### src/rtl/mem_axi_master.sv
// rtl/mem_axi_master.sv - single-outstanding AXI master bridge for MEM-stage load/store requests
// Optional macro AXI_PERF_CNT_EN adds read/write/busy-cycle performance counters.
module mem_axi_master #(
    parameter int          ADDR_W    = 32,
    parameter int          DATA_W    = 32,
    parameter logic [2:0]  SIZE_CODE = 3'b010
) (
    input  logic                clk,
    input  logic                resetn,
    input  logic                axi_start,
    input  logic                axi_rw,
    input  logic [ADDR_W-1:0]   axi_addr,
    input  logic [DATA_W-1:0]   axi_wdata,
    input  logic                axi_wvalid,
    output logic                axi_wready,
    output logic [DATA_W-1:0]   axi_rdata,
    output logic                axi_done,
    output logic                axi_busy,
    output logic                axi_err,
    output logic [ADDR_W-1:0]   m_araddr,
    output logic [2:0]          m_arsize,
    output logic                m_arvalid,
    input  logic                m_arready,
    input  logic [DATA_W-1:0]   m_rdata,
    input  logic [1:0]          m_rresp,
    input  logic                m_rvalid,
    output logic                m_rready,
    output logic [ADDR_W-1:0]   m_awaddr,
    output logic [2:0]          m_awsize,
    output logic                m_awvalid,
    input  logic                m_awready,
    output logic [DATA_W-1:0]   m_wdata,
    output logic [DATA_W/8-1:0] m_wstrb,
    output logic                m_wvalid,
    input  logic                m_wready,
    input  logic [1:0]          m_bresp,
    input  logic                m_bvalid,
    output logic                m_bready
`ifdef AXI_PERF_CNT_EN
    ,
    output logic [31:0]         perf_rd_cnt,
    output logic [31:0]         perf_wr_cnt,
    output logic [31:0]         perf_stall_cnt
`endif
);

    typedef enum logic [2:0] {
        S_IDLE, S_RD_AR, S_RD_R, S_WR_DATA, S_WR_AWW, S_WR_B, S_DONE
    } state_t;

    state_t              state_q, state_d;
    logic [ADDR_W-1:0]   addr_q, addr_d;
    logic [DATA_W-1:0]   data_q, data_d;
    logic [DATA_W-1:0]   rdata_q, rdata_d;
    logic                err_q, err_d;
    logic                done_q, done_d;
    logic                arvalid_q, arvalid_d;
    logic                rready_q, rready_d;
    logic                awvalid_q, awvalid_d;
    logic                wvalid_q, wvalid_d;
    logic                bready_q, bready_d;

    always_comb begin
        state_d   = state_q;
        addr_d    = addr_q;
        data_d    = data_q;
        rdata_d   = rdata_q;
        err_d     = err_q;
        done_d    = 1'b0;
        arvalid_d = arvalid_q;
        rready_d  = rready_q;
        awvalid_d = awvalid_q;
        wvalid_d  = wvalid_q;
        bready_d  = bready_q;
        case (state_q)
            S_IDLE: begin
                if (axi_start) begin
                    addr_d = axi_addr;
                    if (axi_rw) begin
                        arvalid_d = 1'b1;
                        state_d   = S_RD_AR;
                    end else if (axi_wvalid) begin
                        data_d    = axi_wdata;
                        awvalid_d = 1'b1;
                        wvalid_d  = 1'b1;
                        state_d   = S_WR_AWW;
                    end else begin
                        state_d   = S_WR_DATA;
                    end
                end
            end
            S_RD_AR: begin
                if (m_arready) begin
                    arvalid_d = 1'b0;
                    rready_d  = 1'b1;
                    state_d   = S_RD_R;
                end
            end
            S_RD_R: begin
                if (m_rvalid) begin
                    rready_d = 1'b0;
                    rdata_d  = m_rdata;
                    err_d    = (m_rresp != 2'b00);
                    done_d   = 1'b1;
                    state_d  = S_DONE;
                end
            end
            S_WR_DATA: begin
                if (axi_wvalid) begin
                    data_d    = axi_wdata;
                    awvalid_d = 1'b1;
                    wvalid_d  = 1'b1;
                    state_d   = S_WR_AWW;
                end
            end
            S_WR_AWW: begin
                // AW and W retire independently; leave only when both have handshaken.
                if (m_awready) awvalid_d = 1'b0;
                if (m_wready)  wvalid_d  = 1'b0;
                if (!awvalid_d && !wvalid_d) begin
                    bready_d = 1'b1;
                    state_d  = S_WR_B;
                end
            end
            S_WR_B: begin
                if (m_bvalid) begin
                    bready_d = 1'b0;
                    err_d    = (m_bresp != 2'b00);
                    done_d   = 1'b1;
                    state_d  = S_DONE;
                end
            end
            S_DONE:  state_d = S_IDLE;
            default: state_d = S_IDLE;
        endcase
    end

    always_ff @(posedge clk or negedge resetn) begin
        if (!resetn) begin
            state_q   <= S_IDLE;
            addr_q    <= '0;
            data_q    <= '0;
            rdata_q   <= '0;
            err_q     <= 1'b0;
            done_q    <= 1'b0;
            arvalid_q <= 1'b0;
            rready_q  <= 1'b0;
            awvalid_q <= 1'b0;
            wvalid_q  <= 1'b0;
            bready_q  <= 1'b0;
        end else begin
            state_q   <= state_d;
            addr_q    <= addr_d;
            data_q    <= data_d;
            rdata_q   <= rdata_d;
            err_q     <= err_d;
            done_q    <= done_d;
            arvalid_q <= arvalid_d;
            rready_q  <= rready_d;
            awvalid_q <= awvalid_d;
            wvalid_q  <= wvalid_d;
            bready_q  <= bready_d;
        end
    end

    assign axi_busy   = (state_q != S_IDLE);
    assign axi_wready = (state_q == S_IDLE) || (state_q == S_WR_DATA);
    assign axi_rdata  = rdata_q;
    assign axi_done   = done_q;
    assign axi_err    = err_q;
    assign m_araddr   = addr_q;
    assign m_arsize   = SIZE_CODE;
    assign m_arvalid  = arvalid_q;
    assign m_rready   = rready_q;
    assign m_awaddr   = addr_q;
    assign m_awsize   = SIZE_CODE;
    assign m_awvalid  = awvalid_q;
    assign m_wdata    = data_q;
    assign m_wstrb    = '1;
    assign m_wvalid   = wvalid_q;
    assign m_bready   = bready_q;

`ifdef AXI_PERF_CNT_EN
    logic        is_rd_q, is_rd_d;
    logic [31:0] rd_cnt_q, rd_cnt_d, wr_cnt_q, wr_cnt_d, stall_cnt_q, stall_cnt_d;

    always_comb begin
        is_rd_d     = (state_q == S_IDLE && axi_start) ? axi_rw : is_rd_q;
        rd_cnt_d    = rd_cnt_q + ((state_q == S_DONE && is_rd_q) ? 32'd1 : 32'd0);
        wr_cnt_d    = wr_cnt_q + ((state_q == S_DONE && !is_rd_q) ? 32'd1 : 32'd0);
        stall_cnt_d = stall_cnt_q + (axi_busy ? 32'd1 : 32'd0);
    end

    always_ff @(posedge clk or negedge resetn) begin
        if (!resetn) begin
            is_rd_q     <= 1'b0;
            rd_cnt_q    <= '0;
            wr_cnt_q    <= '0;
            stall_cnt_q <= '0;
        end else begin
            is_rd_q     <= is_rd_d;
            rd_cnt_q    <= rd_cnt_d;
            wr_cnt_q    <= wr_cnt_d;
            stall_cnt_q <= stall_cnt_d;
        end
    end

    assign perf_rd_cnt    = rd_cnt_q;
    assign perf_wr_cnt    = wr_cnt_q;
    assign perf_stall_cnt = stall_cnt_q;
`endif

endmodule

### config.mk
export PLATFORM = sky130hd
export DESIGN_NAME = mem_axi_master
export DESIGN_NICKNAME = d
export VERILOG_FILES = /design/src/rtl/mem_axi_master.sv
export SDC_FILE = /design/constraint.sdc
export NUM_CORES = 1
export LEC_CHECK = 0
export BUFFER_PORTS_ARGS = -buffer_cell sky130_fd_sc_hd__buf_4
export CAP_MARGIN = 0
export CORE_ASPECT_RATIO = 0.9
export CORE_MARGIN = 4
export CORE_UTILIZATION = 35
export DETAILED_ROUTE_END_ITERATION = 12
export GPL_TIMING_DRIVEN = 1
export PLACE_DENSITY = 0.74
export SLEW_MARGIN = 10
export SYNTH_ARGS = -nofsm -noshare
export SYNTH_HDL_FRONTEND = slang
export SYNTH_SLANG_ARGS = --single-unit
### constraint.sdc
create_clock -name clk -period 1.8 [get_ports clk]
set_input_delay 0.18 -clock clk [delete_from_list [all_inputs] [get_ports clk]]
set_output_delay 0.18 -clock clk [all_outputs]
set_load 0.02 [all_outputs]
# Word-level counts from Yosys, hierarchy flattened
# Index checks and enable logic that the tools add are counted.
# totals
elab_cells,88
reg_bits,106
# classes
n_eq_ne,13
n_reduce_logical,23
muxes,41
# ops
op,n
32-bit 2-to-1 mux,3
32-bit case mux with 2 select lines,1
3-bit 2-to-1 mux,8
1-bit 2-to-1 mux,21
3-bit case mux with 6 select lines,1
"2-bit inequality test, second input constant",8
3-bit AND reduction,5
2-bit nonzero test,7
1-bit case mux with 2 select lines,5
"3-bit by 2-bit equality test with 1-bit output, second input constant",2
"3-bit equality test, second input constant",2
1-bit case mux with 3 select lines,2
6-bit AND reduction,1
3-bit nonzero test,2
2-bit AND reduction,2
4-bit AND reduction,1
"3-bit by 1-bit equality test with 1-bit output, second input constant",1
3-bit logical NOT,1
1-bit logical NOT,2
1-bit logical AND,1
1-bit logical OR,1

# Depth between registers and ports, before layout
# logic_depth
word_depth,6
ltp_mapped,7

# Worst setup path before layout
# OpenSTA, ideal clock, no wires.
# synth_path
path_kind,register to register
start,reg state_q[1]
end,"reg data_q[10], in the netlist m_wdata[10]"
path_stages_with_launch,7
required_time_ns,1.675
setup_slack_ns,0.031
arrival_ns,1.644
setup_ns,0.125
synth_period_minus_slack_ns,1.769
path_cell_list,dfrtp_1 buf_6 or2_4 nand3b_4 a21oi_4 buf_6 mux2_2
# synth_via
elab_chain_len,3
# synth_lines
element,line,source
from (decl),51,"state_t state_q, state_d;"
from (signal assigned),152,state_q <= state_d;
3-bit by 2-bit equality test with 1-bit output or 3-bit logical NOT (tied branches),75,case (state_q)
2-bit nonzero test (no source line) or 2-bit inequality test (tied branches),n/a,
3-bit AND reduction (no source line),n/a,
to (signal assigned),154,data_q <= data_d;
to (decl),53,"logic [DATA_W-1:0] data_q, data_d;"
# Parallel ways exist; a longest one is shown, timed or not.
# A chain may end at the register's enable or synchronous reset.

# Worst setup path after layout
# layout_path
start,reg state_q[0]
end,"reg data_q[7], in the netlist m_wdata[7]"
# The elaborated chain is that of the path after synthesis.

==> metrics.yaml <==
outcome: "finished clean"
slowest_delay_ns: 0.38
grt_overflow: 0
worstMarginPinSlew_ns: 0.546
fin_crit_sh_pct: 95.2
start_kind: "flip-flop"
clockRootBuffer: "clkbuf_16"
hold_ws_ns: 0.0576
synth_warnings: 0
antenna_cells: 0
synthToLayoutAreaGrowth_pct: 45.5
power.density_nw_per_um2: 2030
ant_nets: 0
synth_top_area_share_pct: 58.2
core_area_um2: 12700
fin_area_um2: 6630
hpwl_um: 8830
p_sw_mw: 5.29
cts_num_sinks: 106
fillerInstances: 1115
start_util_pct: 35.8
wl_met2_um: 5730
m1WireLength_um: 3970
placed_area_um2: 6320
synth-seq-cells: 106
yosys-top-cells-area: "dfrtp_1 (58%), mux2_2 (23%), buf_4 (6.9%)"
syn_inst: 318
drive_above_1_share_pct: 68.4
cts_setup_buffers: 0
htree_levels: 3
syn_area_per_cell_um2: 14.3
met3_length_um: 1440
rsz0062_at_grt: "no"
finalNetCount: 647
cp_max_fo: 34
grt_pass1_vias: 3415
first_iter_violations: 67
synth_top_area_cell: "dfrtp_1"
finalPower_mw: 13.5
seq_area_frac_synth_pct: 58.2
pwr-share-clk_pct: 14.6
top_signal_layer_used: "met4"
slew_headroom_pct: 63.6
seq_power_share_pct: 32.6
drc: 0
hold_path_depth: 2
wl_per_cell_um: 16.2
cap_violations: 0
setup_viol: 0
cp_cell_sequence: "or2_4, nand3b_4, a21oi_4, buf_12, mux2_2"
rows: 39
cts_buffers: 9
cpLargestDelayFamily: "simple AND/OR/NAND/NOR gates"
clock_latency_ns: 0.33
setup_tns_ns: 0
clk_pin_slew_ns: 0.07
gp_congestion: 0.829
rrSetupSlack_ns: 0.09
end_kind: "flip-flop"
num_io_pins: 257
slew_violations: 0
grt_usage_pct: 14.7
tritoncts: "built"
vdd_drop_max_mv: 0.898
grt_pass1_wl_um: 17200
critical_path_required_ns: 2.02
path_buf_inv: 1
synth.most_common_cell: "dfrtp_1"
grt_max_degree: 107
clockBufferDepth: 2
die_area_um2: 14900
min_period_ns: 1.71
synthFlopType: "dfrtp_1"
io_buffers: 246
hold_violations: 0
firstDrtPassIters: 4
fmax_mhz: 584
cp_slowest_cell: "dfrtp_1"
p_int_mw: 8.19
arrival_ns: 1.94
combPwrFrac_pct: 52.9
ys_async_sr_fraction_pct: 100
wl_um: 11400
antenna_found_initial: 0
hold_class: "input port to flip-flop"
critPathKind: "flip-flop to flip-flop"
avgViaCountPerCell: 4.63
path_depth: 5
yosys-top-cells-count: "dfrtp_1 (106), mux2_2 (93), buf_4 (42), buf_6 (7), nor2_1 (7)"
die_y_um: 116
vias: 3265
switching_share_pct: 39.3
synth.distinct_cells: 38
die_x_um: 128
p_leak_nw: 3.21
synth_area_um2: 4560
reg2regPathDepth: 5
synth-edff-count: 0
fin_skew_ns: 0.00633
-- layer usage --
metal,up-vias,track usage [%]
li1,1493,-
met1,1564,16.3
met2,187,25.4
met3,21,5.72
met4,0,5.87
met5,-,0
-- power by group through the flow --
stage          clock network (mW)  logic [mW]  registers [mW]
6_report                     1.96        7.13            4.39
5_1_grt                      2.14        7.56            4.57
4_1_cts                      2.03        7.23            4.42
3_5_place_dp                    0        7.23            4.44
3_3_place_gp                    0        7.11            4.36
2_1_floorplan                   0        3.07            5.74
-- worst reg2reg max path: stages, from the launching register on --
cell      delay, ns
dfrtp_1        0.38
or2_4          0.27
nand3b_4       0.17
a21oi_4        0.17
buf_12         0.21
mux2_2         0.40
-- final cells by class --
| type | instances | area, um2 | area share, % |
|---|---|---|---|
| clock buffer | 12 | 246 | 3.72 |
| timing repair buffer | 255 | 1970 | 29.6 |
| inverter | 3 | 11.3 | 0.170 |
| multi-input combinational | 161 | 1500 | 22.6 |
| tap | 164 | 205 | 3.09 |
| clock inverter | 4 | 51.3 | 0.773 |
| sequential | 106 | 2650 | 40.0 |
-- flip-flops by register name, indices dropped and copies added (netlist names) --
signal	count
m_bready	1
m_rready	1
axi_rdata	32
m_araddr	32
state_q	3
axi_done	1
m_arvalid	1
m_awvalid	1
m_wdata	32
m_wvalid	1
axi_err	1
-- metrics by stage --
stage                     utilization (%)  setup slack, ns  instances
after floorplan                         -           0.0313        326
after global placement               49.6            0.145        688
after detailed placement             49.6           0.0948        688
after CTS                            52.1           0.0470        705
after global routing                 52.1          0.00382        705
final                                52.1           0.0864        705
-- cells in the final DEF, fill, tap and decap left out, types with 2 or more instances in the layout --
cell / n
buf_4: 250
mux2i_1: 2
nor3_1: 2
dfrtp_1: 106
inv_1: 3
conb_1: 10
nand2_1: 5
clkbuf_16: 9
buf_12: 4
nor2b_1: 2
nand2b_1: 3
mux2_2: 93
mux2_1: 4
nor2_1: 7
a31oi_1: 6
clkbuf_1: 2
nor4_1: 3
o31ai_1: 2
a21o_1: 2
-- logic make-up after synthesis --
group	synth area share, %
muxes	24.4
adders and majority gates	0.274
DFF	58.2
AOI/OAI and AO/OA	3.27
and+or+nand+nor	4.06
other	0.165
buffers and inverters	9.66
-- repair_timing --
item	CTS	global route
setup endpoints to repair	0	1
gates resized for setup	0	1
endpoints found under the hold margin	106	0
hold buffers	1	0
-- worst paths after layout --
| path | from | endpoint |
|---|---|---|
| min in group asynchronous | resetn | m_wdata[17] |
| worst max-delay path | state_q[0] | m_wdata[7] |
| worst max register to register | state_q[0] | m_wdata[7] |
| worst min register to register | m_wdata[29] | m_wdata[29] |
| max in group asynchronous | resetn | m_araddr[9] |
| worst min-delay path | axi_wdata[25] | m_wdata[25] |
No activity file was read; power rests on OpenSTA's default activity.
